### config.mk
export PLATFORM = sky130hd
export DESIGN_NAME = tdc_sequencer
export DESIGN_NICKNAME = d
export VERILOG_FILES = /design/src/rtl/tdc_pkg.sv /design/src/rtl/tdc_therm_decoder.sv /design/src/rtl/tdc_sequencer.sv
export SDC_FILE = /design/constraint.sdc
export NUM_CORES = 1
export LEC_CHECK = 0
export CORE_ASPECT_RATIO = 0.75
export CORE_MARGIN = 2
export CORE_UTILIZATION = 30
export DETAILED_ROUTE_END_ITERATION = 12
export GPL_ROUTABILITY_DRIVEN = 0
export PLACE_DENSITY = 0.56
export SLEW_MARGIN = 20
export SYNTH_ARGS = -nofsm -noshare
export SYNTH_HDL_FRONTEND = slang
export SYNTH_SLANG_ARGS = --single-unit
### constraint.sdc
create_clock -name clk -period 1.94 [get_ports clk]
set_input_delay 0.582 -clock clk [delete_from_list [all_inputs] [get_ports clk]]
set_output_delay 0.582 -clock clk [all_outputs]
set_load 0.03 [all_outputs]
### src/rtl/tdc_pkg.sv
// Shared types and widths for the TDC measurement sequencer.
// Optional accumulation mode is enabled by defining TDC_SEQ_ACCUM_EN.
package tdc_pkg;

  localparam int TERM_W  = 8;  // thermometer taps on the vernier line
  localparam int CNT_W   = 4;  // timing counters and decoded stage count
  localparam int RES_W   = 6;  // result width, wide enough for a 4-run sum
  localparam int ACCUM_N = 4;  // runs per request in accumulation mode

  typedef enum logic [2:0] {
    IDLE,
    GAP,
    SETTLE,
    SAMPLE,
    HOLD,
    CLEAR
  } state_t;

endpackage

### src/rtl/tdc_therm_decoder.sv
// Combinational thermometer decoder: position of the lowest 0 (or TERM_W
// when all taps are set), bubble detection above that 0, and overflow.
module tdc_therm_decoder
  import tdc_pkg::*;
(
  input  logic [TERM_W-1:0] term_i,
  output logic [CNT_W-1:0]  count_o,
  output logic              bubble_o,
  output logic              ovf_o
);

  logic found;

  // Scan from the first stage upward; any 1 after the first 0 is a bubble.
  always_comb begin
    count_o  = CNT_W'(TERM_W);
    bubble_o = 1'b0;
    found    = 1'b0;
    for (int i = 0; i < TERM_W; i++) begin
      if (!found && !term_i[i]) begin
        found   = 1'b1;
        count_o = CNT_W'(i);
      end else if (found && term_i[i]) begin
        bubble_o = 1'b1;
      end
    end
  end

  assign ovf_o = &term_i;

endmodule

### src/rtl/tdc_sequencer.sv
// TDC measurement sequencer: launches start/stop edges, waits for the
// vernier line to settle, samples the synchronized thermometer, holds the
// decoded result on a valid/ready handshake, then clears the term latches.
// Define TDC_SEQ_ACCUM_EN to run ACCUM_N back-to-back measurements per
// request and report their sum with OR-ed error flags.
module tdc_sequencer
  import tdc_pkg::*;
#(
  parameter int SETTLE_CYC = 4,
  parameter int CLEAR_CYC  = 2
) (
  input  logic              clk,
  input  logic              rst_n,
  input  logic              meas_req,
  input  logic [3:0]        cfg_gap,
  output logic              busy,
  output logic              start_launch,
  output logic              stop_launch,
  output logic              dl_clear,
  input  logic [TERM_W-1:0] term_in,
  output logic [RES_W-1:0]  result,
  output logic              err_bubble,
  output logic              err_ovf,
  output logic              result_valid,
  input  logic              result_ready
);

  localparam logic [CNT_W-1:0] SETTLE_LD = CNT_W'(SETTLE_CYC);
  localparam logic [CNT_W-1:0] CLEAR_LD  = CNT_W'(CLEAR_CYC);

  state_t             state_q, state_d;
  logic [CNT_W-1:0]   cnt_q, cnt_d;
  logic [3:0]         gap_q, gap_d;
  logic               busy_q, busy_d;
  logic               start_q, start_d;
  logic               stop_q, stop_d;
  logic               clear_q, clear_d;
  logic [RES_W-1:0]   result_q, result_d;
  logic               bubble_q, bubble_d;
  logic               ovf_q, ovf_d;
  logic               valid_q, valid_d;
  logic [TERM_W-1:0]  sync1_q, sync2_q;

  logic [CNT_W-1:0]   dec_count;
  logic               dec_bubble;
  logic               dec_ovf;

`ifdef TDC_SEQ_ACCUM_EN
  localparam int RUN_W = $clog2(ACCUM_N);
  logic [RUN_W-1:0]   run_q, run_d;
  logic [RES_W-1:0]   acc_q, acc_d;
  logic               acc_bub_q, acc_bub_d;
  logic               acc_ovf_q, acc_ovf_d;
  logic [RES_W-1:0]   acc_sum;

  assign acc_sum = acc_q + RES_W'(dec_count);
`endif

  // Two-flop synchronizer on the asynchronous term latches, free-running.
  always_ff @(posedge clk) begin
    if (!rst_n) begin
      sync1_q <= '0;
      sync2_q <= '0;
    end else begin
      sync1_q <= term_in;
      sync2_q <= sync1_q;
    end
  end

  tdc_therm_decoder u_decoder (
    .term_i   (sync2_q),
    .count_o  (dec_count),
    .bubble_o (dec_bubble),
    .ovf_o    (dec_ovf)
  );

  // State and all registered outputs; reset aborts with everything low.
  always_ff @(posedge clk) begin
    if (!rst_n) begin
      state_q  <= IDLE;
      cnt_q    <= '0;
      gap_q    <= '0;
      busy_q   <= 1'b0;
      start_q  <= 1'b0;
      stop_q   <= 1'b0;
      clear_q  <= 1'b0;
      result_q <= '0;
      bubble_q <= 1'b0;
      ovf_q    <= 1'b0;
      valid_q  <= 1'b0;
`ifdef TDC_SEQ_ACCUM_EN
      run_q     <= '0;
      acc_q     <= '0;
      acc_bub_q <= 1'b0;
      acc_ovf_q <= 1'b0;
`endif
    end else begin
      state_q  <= state_d;
      cnt_q    <= cnt_d;
      gap_q    <= gap_d;
      busy_q   <= busy_d;
      start_q  <= start_d;
      stop_q   <= stop_d;
      clear_q  <= clear_d;
      result_q <= result_d;
      bubble_q <= bubble_d;
      ovf_q    <= ovf_d;
      valid_q  <= valid_d;
`ifdef TDC_SEQ_ACCUM_EN
      run_q     <= run_d;
      acc_q     <= acc_d;
      acc_bub_q <= acc_bub_d;
      acc_ovf_q <= acc_ovf_d;
`endif
    end
  end

  // Next-state and next-output logic; every register holds unless changed.
  always_comb begin
    state_d  = state_q;
    cnt_d    = cnt_q;
    gap_d    = gap_q;
    busy_d   = busy_q;
    start_d  = start_q;
    stop_d   = stop_q;
    clear_d  = clear_q;
    result_d = result_q;
    bubble_d = bubble_q;
    ovf_d    = ovf_q;
    valid_d  = valid_q;
`ifdef TDC_SEQ_ACCUM_EN
    run_d     = run_q;
    acc_d     = acc_q;
    acc_bub_d = acc_bub_q;
    acc_ovf_d = acc_ovf_q;
`endif
    unique case (state_q)
      IDLE: begin
        if (meas_req) begin
          busy_d  = 1'b1;
          start_d = 1'b1;
          gap_d   = cfg_gap;
          if (cfg_gap == 4'd0) begin
            stop_d  = 1'b1;
            state_d = SETTLE;
            cnt_d   = SETTLE_LD;
          end else begin
            state_d = GAP;
            cnt_d   = cfg_gap;
          end
        end
      end
      GAP: begin
        if (cnt_q <= CNT_W'(1)) begin
          stop_d  = 1'b1;
          state_d = SETTLE;
          cnt_d   = SETTLE_LD;
        end else begin
          cnt_d = cnt_q - CNT_W'(1);
        end
      end
      SETTLE: begin
        if (cnt_q <= CNT_W'(1)) begin
          state_d = SAMPLE;
        end else begin
          cnt_d = cnt_q - CNT_W'(1);
        end
      end
      SAMPLE: begin
`ifdef TDC_SEQ_ACCUM_EN
        if (run_q == RUN_W'(ACCUM_N - 1)) begin
          result_d  = acc_sum;
          bubble_d  = acc_bub_q | dec_bubble;
          ovf_d     = acc_ovf_q | dec_ovf;
          valid_d   = 1'b1;
          run_d     = '0;
          acc_d     = '0;
          acc_bub_d = 1'b0;
          acc_ovf_d = 1'b0;
          state_d   = HOLD;
        end else begin
          acc_d     = acc_sum;
          acc_bub_d = acc_bub_q | dec_bubble;
          acc_ovf_d = acc_ovf_q | dec_ovf;
          run_d     = run_q + RUN_W'(1);
          clear_d   = 1'b1;
          cnt_d     = CLEAR_LD;
          state_d   = CLEAR;
        end
`else
        result_d = RES_W'(dec_count);
        bubble_d = dec_bubble;
        ovf_d    = dec_ovf;
        valid_d  = 1'b1;
        state_d  = HOLD;
`endif
      end
      HOLD: begin
        if (valid_q && result_ready) begin
          valid_d = 1'b0;
          start_d = 1'b0;
          stop_d  = 1'b0;
          clear_d = 1'b1;
          cnt_d   = CLEAR_LD;
          state_d = CLEAR;
        end
      end
      CLEAR: begin
        if (cnt_q <= CNT_W'(1)) begin
          clear_d = 1'b0;
`ifdef TDC_SEQ_ACCUM_EN
          // A nonzero run index means this clear sits between runs.
          if (run_q != '0) begin
            if (gap_q == 4'd0) begin
              state_d = SETTLE;
              cnt_d   = SETTLE_LD;
            end else begin
              state_d = GAP;
              cnt_d   = gap_q;
            end
          end else begin
            busy_d  = 1'b0;
            state_d = IDLE;
          end
`else
          busy_d  = 1'b0;
          state_d = IDLE;
`endif
        end else begin
          cnt_d = cnt_q - CNT_W'(1);
        end
      end
      default: state_d = IDLE;
    endcase
  end

  assign busy         = busy_q;
  assign start_launch = start_q;
  assign stop_launch  = stop_q;
  assign dl_clear     = clear_q;
  assign result       = result_q;
  assign err_bubble   = bubble_q;
  assign err_ovf      = ovf_q;
  assign result_valid = valid_q;

endmodule

-- Word level (Yosys, flattened, before mapping)
Index checks and enable logic that the tools add are counted.
- register bits: 34
- latch bits: 0
- RAM bits: 0
- ROM bits: 0
- bits of input ports: 16
- output and inout bits: 13
- word-level logic and storage cells: 125
- memories: 0
- add/subtract/negate cells: 1
- multiply operators: 0
- divide/modulo/power cells: 0
- magnitude comparators: 1
- equal/unequal tests: 12
- shifts and indexed selects: 0
- multiplexer cells: 54
- bitwise gates (word level): 0
- reductions and logical operators: 45
- operators with widths (cell ; count):
    $mux 4 ; 13
    $mux 1 ; 28
    $pmux 3 s6 ; 1
    $pmux 4 s4 ; 1
    $logic_and 1x1->1 ; 15
    $mux 3 ; 5
    $ne 2x2->1 const B ; 7
    $logic_not 1->1 ; 13
    $reduce_and 5->1 ; 2
    $reduce_and 3->1 ; 3
    $pmux 1 s2 ; 4
    $reduce_and 8->1 ; 1
    $reduce_bool 2->1 ; 4
    $eq 3x2->1 const B ; 2
    $eq 3x3->1 const B ; 2
    $le 4x1->1 const B ; 1
    $logic_not 4->1 ; 1
    $reduce_and 4->1 ; 1
    $reduce_bool 4->1 ; 1
    $sub 4x1->4 const B ; 1
    $eq 3x1->1 const B ; 1
    $logic_not 3->1 ; 1
    $pmux 1 s3 ; 1
    $reduce_bool 3->1 ; 1
    other kinds (3) ; 3

-- Logic depth before layout (Yosys ltp)
- depth after elaboration: 21
- depth in mapped cells: 7
- gate-level depth less buffers: 7

-- By module
From an unflattened synthesis, not the netlist that was laid out.
- cells, all modules: 198
- area, all modules: 1651.6 um2
- by module, submodules not included (module ; times used ; cells each ; area each (um2) ; sequential area each (um2)):
    tdc_sequencer ; 1 ; 174 ; 1521.5 ; 680.7
    tdc_therm_decoder ; 1 ; 24 ; 130.1 ; 0.0

-- Worst setup path after synthesis
Ideal clock, no wire load.
- kind: reg-to-reg
- from: register cnt_q[0]
- to: register cnt_q[3]
- library setup time: 120 ps
- arrival time: 1692 ps
- data required time: 1820 ps
- slack: 128 ps
- cell stages (with the launch flop): 7
- buffers on the path: 0
- clock period less this slack: 1812 ps
- cell sequence: dfxtp_1 > ha_1 > nor2_1 > or4_4 > and3_1 > o31a_1 > o31a_1
- word-level cells in the longest chain between the ends: 3
- elaborated cells between the ends (all ways): 7
- classes of those cells: add/sub (1); order compare (1); eq/ne (1); mux (3); reduce/logical (1)
- ends and longest elaborated chain (item ; line ; RTL):
    from (decl) ; tdc_sequencer.sv:32 ; logic [CNT_W-1:0] cnt_q, cnt_d;
    from (signal assigned) ; tdc_sequencer.sv:99 ; cnt_q <= cnt_d;
    $sub 4x1->4 / $le 4x1->1 (equally long branches) ; - ;
    $mux 4 (tied with other cells) ; tdc_sequencer.sv:163, tdc_sequencer.sv:209 ;
    $pmux 4 s4 / $reduce_and 4->1 (equally long branches) ; - ;
Parallel ways exist; a longest one is shown, timed or not. The select of a mux whose other input is x is not followed.
A chain may end at the register's enable or synchronous reset.

-- Worst setup path in the final report
- from: register ovf_q (netlist: err_ovf)
- to: output err_ovf
- RTL lines (item ; line ; RTL):
    from (decl) ; tdc_sequencer.sv:40 ; logic ovf_q, ovf_d;
    from (signal assigned) ; tdc_sequencer.sv:107 ; ovf_q <= ovf_d;
    to (decl) ; tdc_sequencer.sv:23 ; output logic err_ovf,
No word-level cell between the ends.

==> impl_metrics.yaml <==
worst_setup_path:
  r2r_setup_slack_ps: 80
  cp-startpoint: "err_ovf"
  crit_chain: "clkdlybuf4s50_1"
  end_kind: "output pin"
  rr_worst_depth: 7
  worstReg2RegStart: "cnt_q[1]"
  critPathMaxStageDelay_ps: 670
  crit_path_max_fanout: 2
  critPathArrivalTime_ps: 1300
  endpoint: "err_ovf"
  crit_type: "reg -> out"
  required_ps: 1360
  path_depth: 1
  slowest_stage: "clkdlybuf4s50_1"
  r2r_end: "cnt_q[3]"
  crit_path_start_kind: "register"
  cp_top_family: "buffers and inverters"
  path_buf_inv: 1
global_route:
  antenna_found_initial: 0
  grt_usage_pct: 13.2
  grt_overflow: 0
  grt_start_max_net_pins: 18
  grt_first_pass_wirelength_um: 5980
  grt_pass1_vias: 1222
layout:
  final_cell_area_um2: 2250
  diodes: 0
  drive_gt1_share_pct: 17.4
  synthToLayoutAreaGrowth_pct: 37.7
  final_nets: 253
  fin_util_pct: 42.5
  fillCellCount: 558
yosys:
  yosysSeqAreaShare_pct: 41.7
  ys_warn_count: 0
  yosys-top-cells-count: "dfxtp_1 (34), and2_1 (18), nor2_1 (14), o21ai_0 (14), nand2_1 (13)"
  synth_most_common_cell: "dfxtp_1"
  synthesis.instances: 191
  synth_area_per_cell_um2: 8.56
  synthDistinctLibCells: 49
  synth-edff-count: 0
  synthArstFlopShare_pct: 0
  synth_seq_cells: 34
  synth_top_area_share_pct: 41.7
  netlist_area_um2: 1630
  synthFlopType: "dfxtp_1"
  synthTopCellsByArea: "dfxtp_1 (42%), and2_1 (6.9%), o21ai_0 (4.3%), nor2_1 (3.2%), a21oi_1 (3.1%)"
  synth_top_area_cell: "dfxtp_1"
route:
  drt_iter0_drc: 74
  routed_wirelength_um: 3650
  drcViolationCount: 0
  wl_per_cell_um: 11.7
  avgViaCountPerCell: 4.64
  drt_first_pass_iters: 4
  antenna_left: 0
  vias: 1444
timing:
  hold_viol_final: 0
  layout_setup_ws_ps: 57.8
  max_freq_mhz: 531
  setup_tns_ps: 0
  slew_violations: 0
  setup_violations: 0
  fin_crit_sh_pct: 97.0
  fin_skew_ps: 4.25
  rsz0062_at_grt: "no"
  min_period_ps: 1880
clocking:
  clkTransAtPathRegs_ps: 70
  insertion_delay_ps: 290
  clockBufferDepth: 2
  postCtsHoldBufs: 0
  cts_sinks: 34
  root_buffer: "clkbuf_8"
  cts_max_level: 2
  cts_tree: "yes"
  numCtsBuffers: 5
floorplan:
  start_util_pct: 30.9
  io-pin-count: 29
  core_area_um2: 5300
  row_count: 23
  dieArea_um2: 6060
  die_x_um: 89.2
  die_h_um: 67.9
pwr:
  p_leak_nw: 0.888
  switching_share_pct: 35.0
  p_int_mw: 1.93
  p_comb_share_pct: 42.9
  switchingPower_mw: 1.04
  power_density_nw_per_um2: 1320
  p_seq_share_pct: 30.8
  clock_power_share_pct: 26.3
  peakVddDrop_uv: 430
placement:
  dp_hpwl_um: 2710
  dpl_cell_area_um2: 2070
  port_buffers: 26
  place_ws_ps: -296
worst_hold_path:
  hold_class: "reg -> reg"
run:
  max_cap_violations: 0
run_status:
  status: "finished clean"
[cells in the final DEF, fill, tap and decap left out, types with 6 or more instances in the layout]
cell type / netlist / routed
dfxtp_1: 34 / 33
clkdlybuf4s50_1: 0 / 23
buf_4: 2 / 22
and2_1: 18 / 18
o21ai_0: 14 / 14
nor2_1: 14 / 13
nand2_1: 13 / 13
a21oi_1: 10 / 10
inv_1: 8 / 8
nor2b_1: 7 / 6
a21boi_0: 6 / 6
[routing by layer]
metal  part of all wire, %  wire, µm  vias to the layer above  track usage (%)
met1                    55      2020                      639             19.9
met3                   7.0       257                        7             4.58
li1                      -         -                      756                -
met4                   2.6        96                        0             7.28
met2                    35      1280                       42             15.6
met5                     0         0                        -                0
[kinds of logic (layout without fill, tap and decap cells)]
kind of cell               count (synthesis)  in the layout  synth area share, %
AOI/OAI and AO/OA                         51             51                 20.7
DFF                                       34             34                 41.7
other                                      1              2                0.229
muxes                                      3              3                 1.84
buffers and inverters                     20             64                 6.97
xor gates and xnor gates                   1              1                0.536
and+or+nand+nor                           79             79                 26.6
adders and majority gates                  2              2                 1.53
[power by group through the flow]
| stage | registers [mW] | logic, mW | clock network (mW) |
|---|---|---|---|
| finish | 0.916 | 1.28 | 0.783 |
| global route | 0.938 | 1.41 | 0.831 |
| CTS | 0.908 | 1.22 | 0.807 |
| floorplan | 0.946 | 0.765 | 0 |
| global placement | 0.924 | 1.22 | 0 |
| detailed placement | 0.923 | 1.22 | 0 |
[worst register-to-register path: stages, from the launching register on]
cell and delay, ps:
dfxtp_1 310, inv_1 80, ha_1 180, nor2_2 70
or4_4 420, and3_1 160, o31a_1 270, o31a_1 270
[registers in the layout, indices dropped and copies added, names as in the netlist]
| register | flops |
|---|---|
| sync1_q | 8 |
| sync2_q | 8 |
| cnt_q | 4 |
| result | 4 |
| state_q | 3 |
| busy | 1 |
| dl_clear | 1 |
| err_bubble | 1 |
| err_ovf | 1 |
| result_valid | 1 |
| start_launch | 1 |
| stop_launch | 1 |
[final cells by class]
type / count / area, µm² / area share, %
Clock buffer: 5 / 68.8 / 3.06
Clock inverter: 3 / 68.8 / 3.06
Inverter: 8 / 30.0 / 1.33
Multi-Input combinational cell: 138 / 878 / 39.0
Sequential cell: 34 / 682 / 30.3
Tap cell: 75 / 93.8 / 4.17
Timing Repair Buffer: 48 / 429 / 19.1
[timing repair]
item | CTS | global route
gates resized for setup | 2 | 10
setup buffers | 0 | 0
endpoints found under the setup margin | 2 | 8
[worst min-delay path by stage]
stage                from  slack, ps          to  cells past startpoint
3_5_place_dp   sync1_q[7]        420  sync2_q[7]                      1
2_1_floorplan  sync1_q[0]        410  sync2_q[0]                      1
4_1_cts        sync1_q[7]        440  sync2_q[7]                      1
3_3_place_gp   sync1_q[2]        410  sync2_q[2]                      1
6_report       sync1_q[1]        430  sync2_q[1]                      1
5_1_grt        sync1_q[3]        450  sync2_q[3]                      1
[metrics by stage]
stage          hold slack, ps  std cells  power [mW]
2_1_floorplan             412        192        1.71
3_3_place_gp              413        303        2.14
3_5_place_dp              418        303        2.14
4_1_cts                   435        311        2.94
5_1_grt                   445        311        3.18
6_report                  435        311        2.97
Note: power is estimated with default switching activity, not from simulation.
